`src/rtl/ddr_req_arbiter_if.sv`:
```
// ddr_req_arbiter bus bundle: client request fields
// plus the ddr_sdram command port, grouped by side.
interface ddr_req_arbiter_if;
  logic        REQ0, REQ1;
  logic        RW0, RW1;
  logic [1:0]  BA0, BA1;
  logic [12:0] ROW0, ROW1;
  logic [9:0]  COL0, COL1;
  logic [3:0]  LEN0, LEN1;
  logic        GNT0, GNT1;
  logic        DONE0, DONE1;
  logic        WRITE, READ;
  logic [1:0]  BA_IN;
  logic [12:0] ADDR_ROW_IN;
  logic [9:0]  ADDR_COL_IN;
  logic [3:0]  WRITE_LENGTH;
  logic        BUSY;
  logic        OWNER;
  logic        ERR;

  modport master (
    input  REQ0, REQ1, RW0, RW1, BA0, BA1,
    input  ROW0, ROW1, COL0, COL1, LEN0, LEN1,
    input  BUSY,
    output GNT0, GNT1, DONE0, DONE1,
    output WRITE, READ, BA_IN, ADDR_ROW_IN,
    output ADDR_COL_IN, WRITE_LENGTH,
    output OWNER, ERR
  );

  modport slave (
    output REQ0, REQ1, RW0, RW1, BA0, BA1,
    output ROW0, ROW1, COL0, COL1, LEN0, LEN1,
    output BUSY,
    input  GNT0, GNT1, DONE0, DONE1,
    input  WRITE, READ, BA_IN, ADDR_ROW_IN,
    input  ADDR_COL_IN, WRITE_LENGTH,
    input  OWNER, ERR
  );
endinterface

```
`src/rtl/ddr_req_arbiter.sv`:
```
// Two-client round-robin command arbiter for ddr_sdram.
// Optional issue watchdog: define DDR_ARB_TIMEOUT_EN.
module ddr_req_arbiter #(
  parameter int BURST_LENGTH   = 8,
  parameter int TIMEOUT_CYCLES = 64
) (
  input logic             SYS_CLK_100M,
  input logic             RST,
  ddr_req_arbiter_if.master bus
);

  localparam logic [3:0] LEN_MAX = 4'(BURST_LENGTH - 1);

  typedef enum logic [1:0] {
    IDLE   = 2'd0,
    ISSUE  = 2'd1,
    ACTIVE = 2'd2
  } state_t;

  state_t      state_q;
  logic        last_q, owner_q;
  logic        gnt0_q, gnt1_q;
  logic        done0_q, done1_q;
  logic        write_q, read_q;
  logic [1:0]  ba_q;
  logic [12:0] row_q;
  logic [9:0]  col_q;
  logic [3:0]  wlen_q;

  logic        arb_d, win_d, rw_d;
  logic [1:0]  ba_d;
  logic [12:0] row_d;
  logic [9:0]  col_d;
  logic [3:0]  len_d, wlen_d;

`ifdef DDR_ARB_TIMEOUT_EN
  localparam int CW = $clog2(TIMEOUT_CYCLES + 1);
  localparam logic [CW-1:0] CNT_MAX = CW'(TIMEOUT_CYCLES - 1);
  logic [CW-1:0] cnt_q;
  logic          err_q;
`endif

  // Winner selection and field mux for the pending grant
  always_comb begin
    arb_d  = (state_q == IDLE) && !bus.BUSY
             && (bus.REQ0 || bus.REQ1);
    win_d  = (bus.REQ0 && bus.REQ1) ? ~last_q : bus.REQ1;
    rw_d   = win_d ? bus.RW1  : bus.RW0;
    ba_d   = win_d ? bus.BA1  : bus.BA0;
    row_d  = win_d ? bus.ROW1 : bus.ROW0;
    col_d  = win_d ? bus.COL1 : bus.COL0;
    len_d  = win_d ? bus.LEN1 : bus.LEN0;
    wlen_d = LEN_MAX;
    if (rw_d && (len_d < LEN_MAX)) wlen_d = len_d;
  end

  // Command sequencer: grant, hold strobe until BUSY, retire
  always_ff @(posedge SYS_CLK_100M) begin
    if (RST) begin
      state_q <= IDLE;
      last_q  <= 1'b1;
      owner_q <= 1'b0;
      gnt0_q  <= 1'b0;
      gnt1_q  <= 1'b0;
      done0_q <= 1'b0;
      done1_q <= 1'b0;
      write_q <= 1'b0;
      read_q  <= 1'b0;
      ba_q    <= '0;
      row_q   <= '0;
      col_q   <= '0;
      wlen_q  <= '0;
`ifdef DDR_ARB_TIMEOUT_EN
      cnt_q   <= '0;
      err_q   <= 1'b0;
`endif
    end else begin
      gnt0_q  <= 1'b0;
      gnt1_q  <= 1'b0;
      done0_q <= 1'b0;
      done1_q <= 1'b0;
`ifdef DDR_ARB_TIMEOUT_EN
      err_q   <= 1'b0;
`endif
      unique case (state_q)
        IDLE: begin
          if (arb_d) begin
            state_q <= ISSUE;
            owner_q <= win_d;
            gnt0_q  <= ~win_d;
            gnt1_q  <= win_d;
            write_q <= rw_d;
            read_q  <= ~rw_d;
            ba_q    <= ba_d;
            row_q   <= row_d;
            col_q   <= col_d;
            wlen_q  <= wlen_d;
`ifdef DDR_ARB_TIMEOUT_EN
            cnt_q   <= '0;
`endif
          end
        end
        ISSUE: begin
          if (bus.BUSY) begin
            write_q <= 1'b0;
            read_q  <= 1'b0;
            state_q <= ACTIVE;
          end
`ifdef DDR_ARB_TIMEOUT_EN
          else if (cnt_q == CNT_MAX) begin
            write_q <= 1'b0;
            read_q  <= 1'b0;
            done0_q <= ~owner_q;
            done1_q <= owner_q;
            err_q   <= 1'b1;
            last_q  <= owner_q;
            state_q <= IDLE;
          end else begin
            cnt_q <= cnt_q + 1'b1;
          end
`endif
        end
        ACTIVE: begin
          if (!bus.BUSY) begin
            done0_q <= ~owner_q;
            done1_q <= owner_q;
            last_q  <= owner_q;
            state_q <= IDLE;
          end
        end
        default: state_q <= IDLE;
      endcase
    end
  end

  assign bus.GNT0         = gnt0_q;
  assign bus.GNT1         = gnt1_q;
  assign bus.DONE0        = done0_q;
  assign bus.DONE1        = done1_q;
  assign bus.WRITE        = write_q;
  assign bus.READ         = read_q;
  assign bus.BA_IN        = ba_q;
  assign bus.ADDR_ROW_IN  = row_q;
  assign bus.ADDR_COL_IN  = col_q;
  assign bus.WRITE_LENGTH = wlen_q;
  assign bus.OWNER        = owner_q;
`ifdef DDR_ARB_TIMEOUT_EN
  assign bus.ERR          = err_q;
`else
  assign bus.ERR          = 1'b0;
`endif

endmodule

```
`src/flat_wrapper.sv`:
```
// flat-port wrapper written by rule: the top's interface ports become plain ports
module ddr_req_arbiter_flat 
#(
  parameter int BURST_LENGTH   = 8,
  parameter int TIMEOUT_CYCLES = 64
)
  (SYS_CLK_100M, RST, bus_REQ0, bus_REQ1, bus_RW0, bus_RW1, bus_BA0, bus_BA1, bus_ROW0, bus_ROW1, bus_COL0, bus_COL1, bus_LEN0, bus_LEN1, bus_BUSY, bus_GNT0, bus_GNT1, bus_DONE0, bus_DONE1, bus_WRITE, bus_READ, bus_BA_IN, bus_ADDR_ROW_IN, bus_ADDR_COL_IN, bus_WRITE_LENGTH, bus_OWNER, bus_ERR);
  ddr_req_arbiter_if bus_i ();
  input logic SYS_CLK_100M;
  input logic RST;
  input wire logic [$bits(bus_i.REQ0)-1:0] bus_REQ0;
  input wire logic [$bits(bus_i.REQ1)-1:0] bus_REQ1;
  input wire logic [$bits(bus_i.RW0)-1:0] bus_RW0;
  input wire logic [$bits(bus_i.RW1)-1:0] bus_RW1;
  input wire logic [$bits(bus_i.BA0)-1:0] bus_BA0;
  input wire logic [$bits(bus_i.BA1)-1:0] bus_BA1;
  input wire logic [$bits(bus_i.ROW0)-1:0] bus_ROW0;
  input wire logic [$bits(bus_i.ROW1)-1:0] bus_ROW1;
  input wire logic [$bits(bus_i.COL0)-1:0] bus_COL0;
  input wire logic [$bits(bus_i.COL1)-1:0] bus_COL1;
  input wire logic [$bits(bus_i.LEN0)-1:0] bus_LEN0;
  input wire logic [$bits(bus_i.LEN1)-1:0] bus_LEN1;
  input wire logic [$bits(bus_i.BUSY)-1:0] bus_BUSY;
  output wire logic [$bits(bus_i.GNT0)-1:0] bus_GNT0;
  output wire logic [$bits(bus_i.GNT1)-1:0] bus_GNT1;
  output wire logic [$bits(bus_i.DONE0)-1:0] bus_DONE0;
  output wire logic [$bits(bus_i.DONE1)-1:0] bus_DONE1;
  output wire logic [$bits(bus_i.WRITE)-1:0] bus_WRITE;
  output wire logic [$bits(bus_i.READ)-1:0] bus_READ;
  output wire logic [$bits(bus_i.BA_IN)-1:0] bus_BA_IN;
  output wire logic [$bits(bus_i.ADDR_ROW_IN)-1:0] bus_ADDR_ROW_IN;
  output wire logic [$bits(bus_i.ADDR_COL_IN)-1:0] bus_ADDR_COL_IN;
  output wire logic [$bits(bus_i.WRITE_LENGTH)-1:0] bus_WRITE_LENGTH;
  output wire logic [$bits(bus_i.OWNER)-1:0] bus_OWNER;
  output wire logic [$bits(bus_i.ERR)-1:0] bus_ERR;
  assign bus_i.REQ0 = bus_REQ0;
  assign bus_i.REQ1 = bus_REQ1;
  assign bus_i.RW0 = bus_RW0;
  assign bus_i.RW1 = bus_RW1;
  assign bus_i.BA0 = bus_BA0;
  assign bus_i.BA1 = bus_BA1;
  assign bus_i.ROW0 = bus_ROW0;
  assign bus_i.ROW1 = bus_ROW1;
  assign bus_i.COL0 = bus_COL0;
  assign bus_i.COL1 = bus_COL1;
  assign bus_i.LEN0 = bus_LEN0;
  assign bus_i.LEN1 = bus_LEN1;
  assign bus_i.BUSY = bus_BUSY;
  assign bus_GNT0 = bus_i.GNT0;
  assign bus_GNT1 = bus_i.GNT1;
  assign bus_DONE0 = bus_i.DONE0;
  assign bus_DONE1 = bus_i.DONE1;
  assign bus_WRITE = bus_i.WRITE;
  assign bus_READ = bus_i.READ;
  assign bus_BA_IN = bus_i.BA_IN;
  assign bus_ADDR_ROW_IN = bus_i.ADDR_ROW_IN;
  assign bus_ADDR_COL_IN = bus_i.ADDR_COL_IN;
  assign bus_WRITE_LENGTH = bus_i.WRITE_LENGTH;
  assign bus_OWNER = bus_i.OWNER;
  assign bus_ERR = bus_i.ERR;
  ddr_req_arbiter #(.BURST_LENGTH(BURST_LENGTH), .TIMEOUT_CYCLES(TIMEOUT_CYCLES)) u_core (.SYS_CLK_100M(SYS_CLK_100M), .RST(RST), .bus(bus_i));
endmodule
```
`config.mk`:
```
export PLATFORM = sky130hd
export DESIGN_NAME = ddr_req_arbiter_flat
export DESIGN_NICKNAME = d
export VERILOG_FILES = /design/src/rtl/ddr_req_arbiter_if.sv /design/src/rtl/ddr_req_arbiter.sv /design/src/flat_wrapper.sv
export SDC_FILE = /design/constraint.sdc
export NUM_CORES = 1
export LEC_CHECK = 0
export ABC_AREA = 1
export CORE_ASPECT_RATIO = 0.6
export CORE_MARGIN = 8
export CORE_UTILIZATION = 39
export DETAILED_ROUTE_END_ITERATION = 7
export GPL_ROUTABILITY_DRIVEN = 0
export GPL_TIMING_DRIVEN = 0
export PLACE_DENSITY = 0.8
export SKIP_CTS_REPAIR_TIMING = 1
export SLEW_MARGIN = 20
export SYNTH_ARGS = -nofsm -noshare
export SYNTH_HDL_FRONTEND = slang
export SYNTH_SLANG_ARGS = --single-unit
```
`constraint.sdc`:
```
create_clock -name SYS_CLK_100M -period 1.46 [get_ports SYS_CLK_100M]
set_clock_uncertainty 0.05 [all_clocks]
set_input_delay 0.292 -clock SYS_CLK_100M [delete_from_list [all_inputs] [get_ports SYS_CLK_100M]]
set_output_delay 0.292 -clock SYS_CLK_100M [all_outputs]
set_load 0.01 [all_outputs]
```
==> results.md <==
- The per-cell routed wire length is ~14 um.
- Setup repair after global routing left no endpoint under its margin.
- The period utilization is between 90% and 100%.
- The number of standard-cell rows in the floorplan is 19.
- For this run, the slowest stage of the critical path takes 0.42 ns.
- The number of different library cells in the post-synthesis netlist is 21.
- The share of the synthesized area in the top cell type is 41.7%.
- The core region is 0.00459 mm^2.
- The share of total power in the clock network is 33.9%.
- The area of the die is 0.00735 mm^2.
- Global routing finished with a remaining overflow of 0.
- Counting instances, the worst hold path has a depth of 4.
- The endpoint identified for the worst register-to-register timing path is u_core.bus.OWNER.
- The CTS root buffer is clkbuf_8.
- The filler-free cell count of the finished design is 460.
- The worst pin sits at a relative slew slack of 63.1%.
- The beginning of the critical path is bus_BUSY.
- The first global-routing pass estimated 10.4 mm of wire.
- By area the synthesized netlist is led by dfxtp_1 42%, nand2_1 26%, nand3_1 8.5%.
- The number of antenna violations at the first check in global routing is 0.
- The type of element capturing the critical path is a register.
- For this run, design rule violations remaining after detail routing come to 0.
- No sink is reached through more buffers than the 2 on the longest clock path.
- The die is roughly 110 um wide.
- The final-report hold violation count is 0.
- After legalization and detailed placement, the total HPWL measured 5.05 mm.
- Global routing used 17.2% of the available tracks across all layers.
- The detail-routed via count per cell is 4.77.
- The slowest stage of the critical path belongs to the cell clkdlybuf4s50_1.
- For this design, the sink count on the clock tree is 39.
- The count of H-tree levels built during CTS is 2.
- Adding up every negative setup slack in the final design gives 0 ns.
- Derived from the worst setup path, the maximum achievable clock frequency is a little over 0.7 GHz.
- The worst-case IR drop observed on VDD is around 0.00066 V.
- The number of detailed-route iterations in the first pass is 4.
- Internal power comes to 2.04 mW.
- The worst-case register-to-register setup slack is 0.16 ns.
- The max-capacitance violation count is 0.
- The pin count of the biggest net entering global routing is 13.
- The power per standard cell area is slightly below 900 mW/mm^2.
- At the later pin of the worst-skew pair, clock insertion delay measures 0.28 ns.
- When the netlist entered floorplanning its net count stood at 355.
- The tightest hold path in the finished design has a slack of approximately 0.34 ns.
- The synthesized instance count is 290.
- Summing over every cut layer, the via total after detailed routing is about 2.2k.
- Cells with a size suffix above 1 make up 7.56% of the layout.
- The layout has 408 filler cells.
- Once the floorplan was initialized, standard cells occupied 40.9% of the core.
- The CTS tree is yes.
- In this run the cell area of the synthesized design comes to roughly 0.0019 mm^2.
- In this run the mean area of a mapped cell was roughly 6.5 um^2.
- The worst register-to-register path has a depth of 6.
- The flow ran to the end, and the final reports show no timing, DRC or antenna violations.
- The worst setup path is launched from an input port.
- For the worst setup path, the data required time is between 1.5 and 2 ns.
- The growth of design area from synthesis to finish is 69.6%.
- The critical path goes through clkdlybuf4s50_1, inv_1, nand3_1, nor2_4, buf_6, nand2_1, o22ai_1.
- The share of the Yosys chip area taken by registers is 41.7%.
- The final-stage net count is 461.
- The count of pins over their slew limit came to 0.
- The number of nets with antenna violations after detailed routing is 0.
- The critical path start-end classification is in -> reg.
- The switching portion of total power is between 20% and 30%.
- The number of antenna diodes in the final layout is 0.
- The register bit count reported by yosys is 39.
- The final critical path time including I/O delays and setup is 1.39 ns.
- The cell taking the most area after synthesis is dfxtp_1.
- roughly 100 I/O pins were placed.
- For the worst setup path, the data arrival time is ~1.6 ns.
- The number of design-rule violations left by the first detailed-router iteration is between 70 and 80.
- Of all nets on the critical path, the largest fanout is 10.
- Total power for the finished layout comes to between 2 and 3 mW.
- The share of total power in combinational logic is ~24%.
- For this run, the number of Yosys warnings is 0.
- The floorplan step set the die height to 69.7 um.
- The CTS buffer count is 5.
- Setup violations remaining at the end of the flow were counted as 0.
- For the pin with the worst max-slew slack, the measured transition is between 0.5 and 0.6 ns.
- The count of placed standard cells including taps is 451.
- The final layout contains routed wiring with a total length of about 6.6 mm.
- The fraction of power consumed by sequential logic is 41.8%.
- The worst hold path belongs to the class in -> reg.
- The capturing element of the worst setup path is u_core.bus.OWNER.
- The number of buffer cells added on primary ports is 98.
- Summed over all nets, the switching power comes to roughly 0.73 mW.
- The via count of the first global-routing pass is 2156.
- The clock-pin slew on the worst setup and hold paths is 0.08 ns.
- The analysis attributes to cell leakage a power of between 1.5 and 2 nW.
- The startpoint of the worst register-to-register path is u_core.state_q[0].
-- state kept, by name, summed over array words and instances (netlist names) --
register and count:
u_core.bus.WRITE_LENGTH 4, u_core.bus.GNT0 1, u_core.bus.BA_IN 2, u_core.bus.READ 1, u_core.bus.DONE0 1, u_core.state_q 2
u_core.bus.ADDR_ROW_IN 13, u_core.last_q 1, u_core.bus.DONE1 1, u_core.bus.ADDR_COL_IN 10, u_core.bus.WRITE 1, u_core.bus.OWNER 1
u_core.bus.GNT1 1
-- cells in the mapped netlist --
library cell and number:
a211oi_1 1, a21oi_1 27, buf_2 8, buf_4 5
buf_6 2, clkbuf_1 6, conb_1 1, dfxtp_1 39
inv_1 15, inv_2 1, nand2_1 129, nand2_2 1
nand3_1 32, nand3_2 1, nand3b_1 1, nor2_1 14
nor2_2 1, nor2_4 1, nor3_1 1, o21ai_0 3
o22ai_1 1
-- through the flow --
stage	utilization (%)	setup WS [ns]	instance area [um^2]
floorplan	-	0.306	1870
global placement	63.9	-0.378	2930
detailed placement	63.9	-0.380	2930
CTS	66.5	-0.0919	3050
global route	69.3	0.00158	3180
finish	69.3	0.0697	3180
-- layout make-up --
class | instances | area, um^2 | share of cell area, %
clock inverter | 2 | 35.0 | 1.10
inverter | 16 | 60.1 | 1.89
sequential | 39 | 781 | 24.6
timing repair buffer | 99 | 1080 | 34.0
clock buffer | 6 | 82.6 | 2.60
multi-input combinational | 214 | 923 | 29.0
tap | 63 | 78.8 | 2.48
buffer | 21 | 138 | 4.33
-- routing by layer --
metal  vias up  wire length (um)  GRT usage [%]
li1       1117                 -              -
met1       985              3030           22.2
met2        88              2790           25.4
met3         5               750           8.53
met4         0                26           2.79
met5         -                 0              0
-- power by group through the flow --
stage | logic [mW] | registers [mW] | clock network (mW)
after CTS | 0.672 | 1.16 | 0.952
after global placement | 0.661 | 1.18 | 0
after global routing | 0.737 | 1.17 | 1.01
final | 0.673 | 1.16 | 0.938
after floorplan | 0.274 | 1.21 | 0
after detailed placement | 0.668 | 1.18 | 0
-- cells in the final DEF, fill, tap and decap left out --
master	count
bufinv_16	1
inv_2	1
nand2_2	1
nand3b_1	1
clkbuf_8	6
conb_1	1
clkdlybuf4s50_1	61
o22ai_1	1
dlymetal6s2s_1	37
a21oi_1	27
clkbuf_4	1
buf_6	4
nor2_1	14
nand2_4	1
inv_1	15
dfxtp_1	39
a211oi_1	1
nand2_1	128
o21ai_0	3
nand3_2	1
clkinv_2	1
buf_2	5
nand3_1	32
clkbuf_1	6
nor2_4	2
buf_4	6
nor3_1	1
-- worst max-delay path, delay by kind of cell --
family                 cells  cell delay [ns]
buffers and inverters      3             0.68
and+or+nand+nor            3             0.45
AOI/OAI and AO/OA          1             0.13
-- cell families (layout without fill, tap and decap cells) --
logic type,count (synthesis),count (layout),share of synthesized area [%]
flops,39,39,41.7
buf+inv,37,144,9.75
compound gates,32,32,8.75
simple gates,181,181,39.7
other cells,1,1,0.200
-- how the worst min path moves through the flow --
stage,start,end,slack [ns]
final,RST,u_core.bus.WRITE,0.34
after global routing,RST,u_core.bus.WRITE,0.39
after CTS,RST,u_core.bus.WRITE,0.33
after detailed placement,u_core.bus.WRITE_LENGTH[3],u_core.bus.WRITE_LENGTH[3],0.40
after global placement,u_core.bus.OWNER,u_core.bus.DONE0,0.40
after floorplan,u_core.last_q,u_core.last_q,0.38
Power figures use the tool's default switching activity.
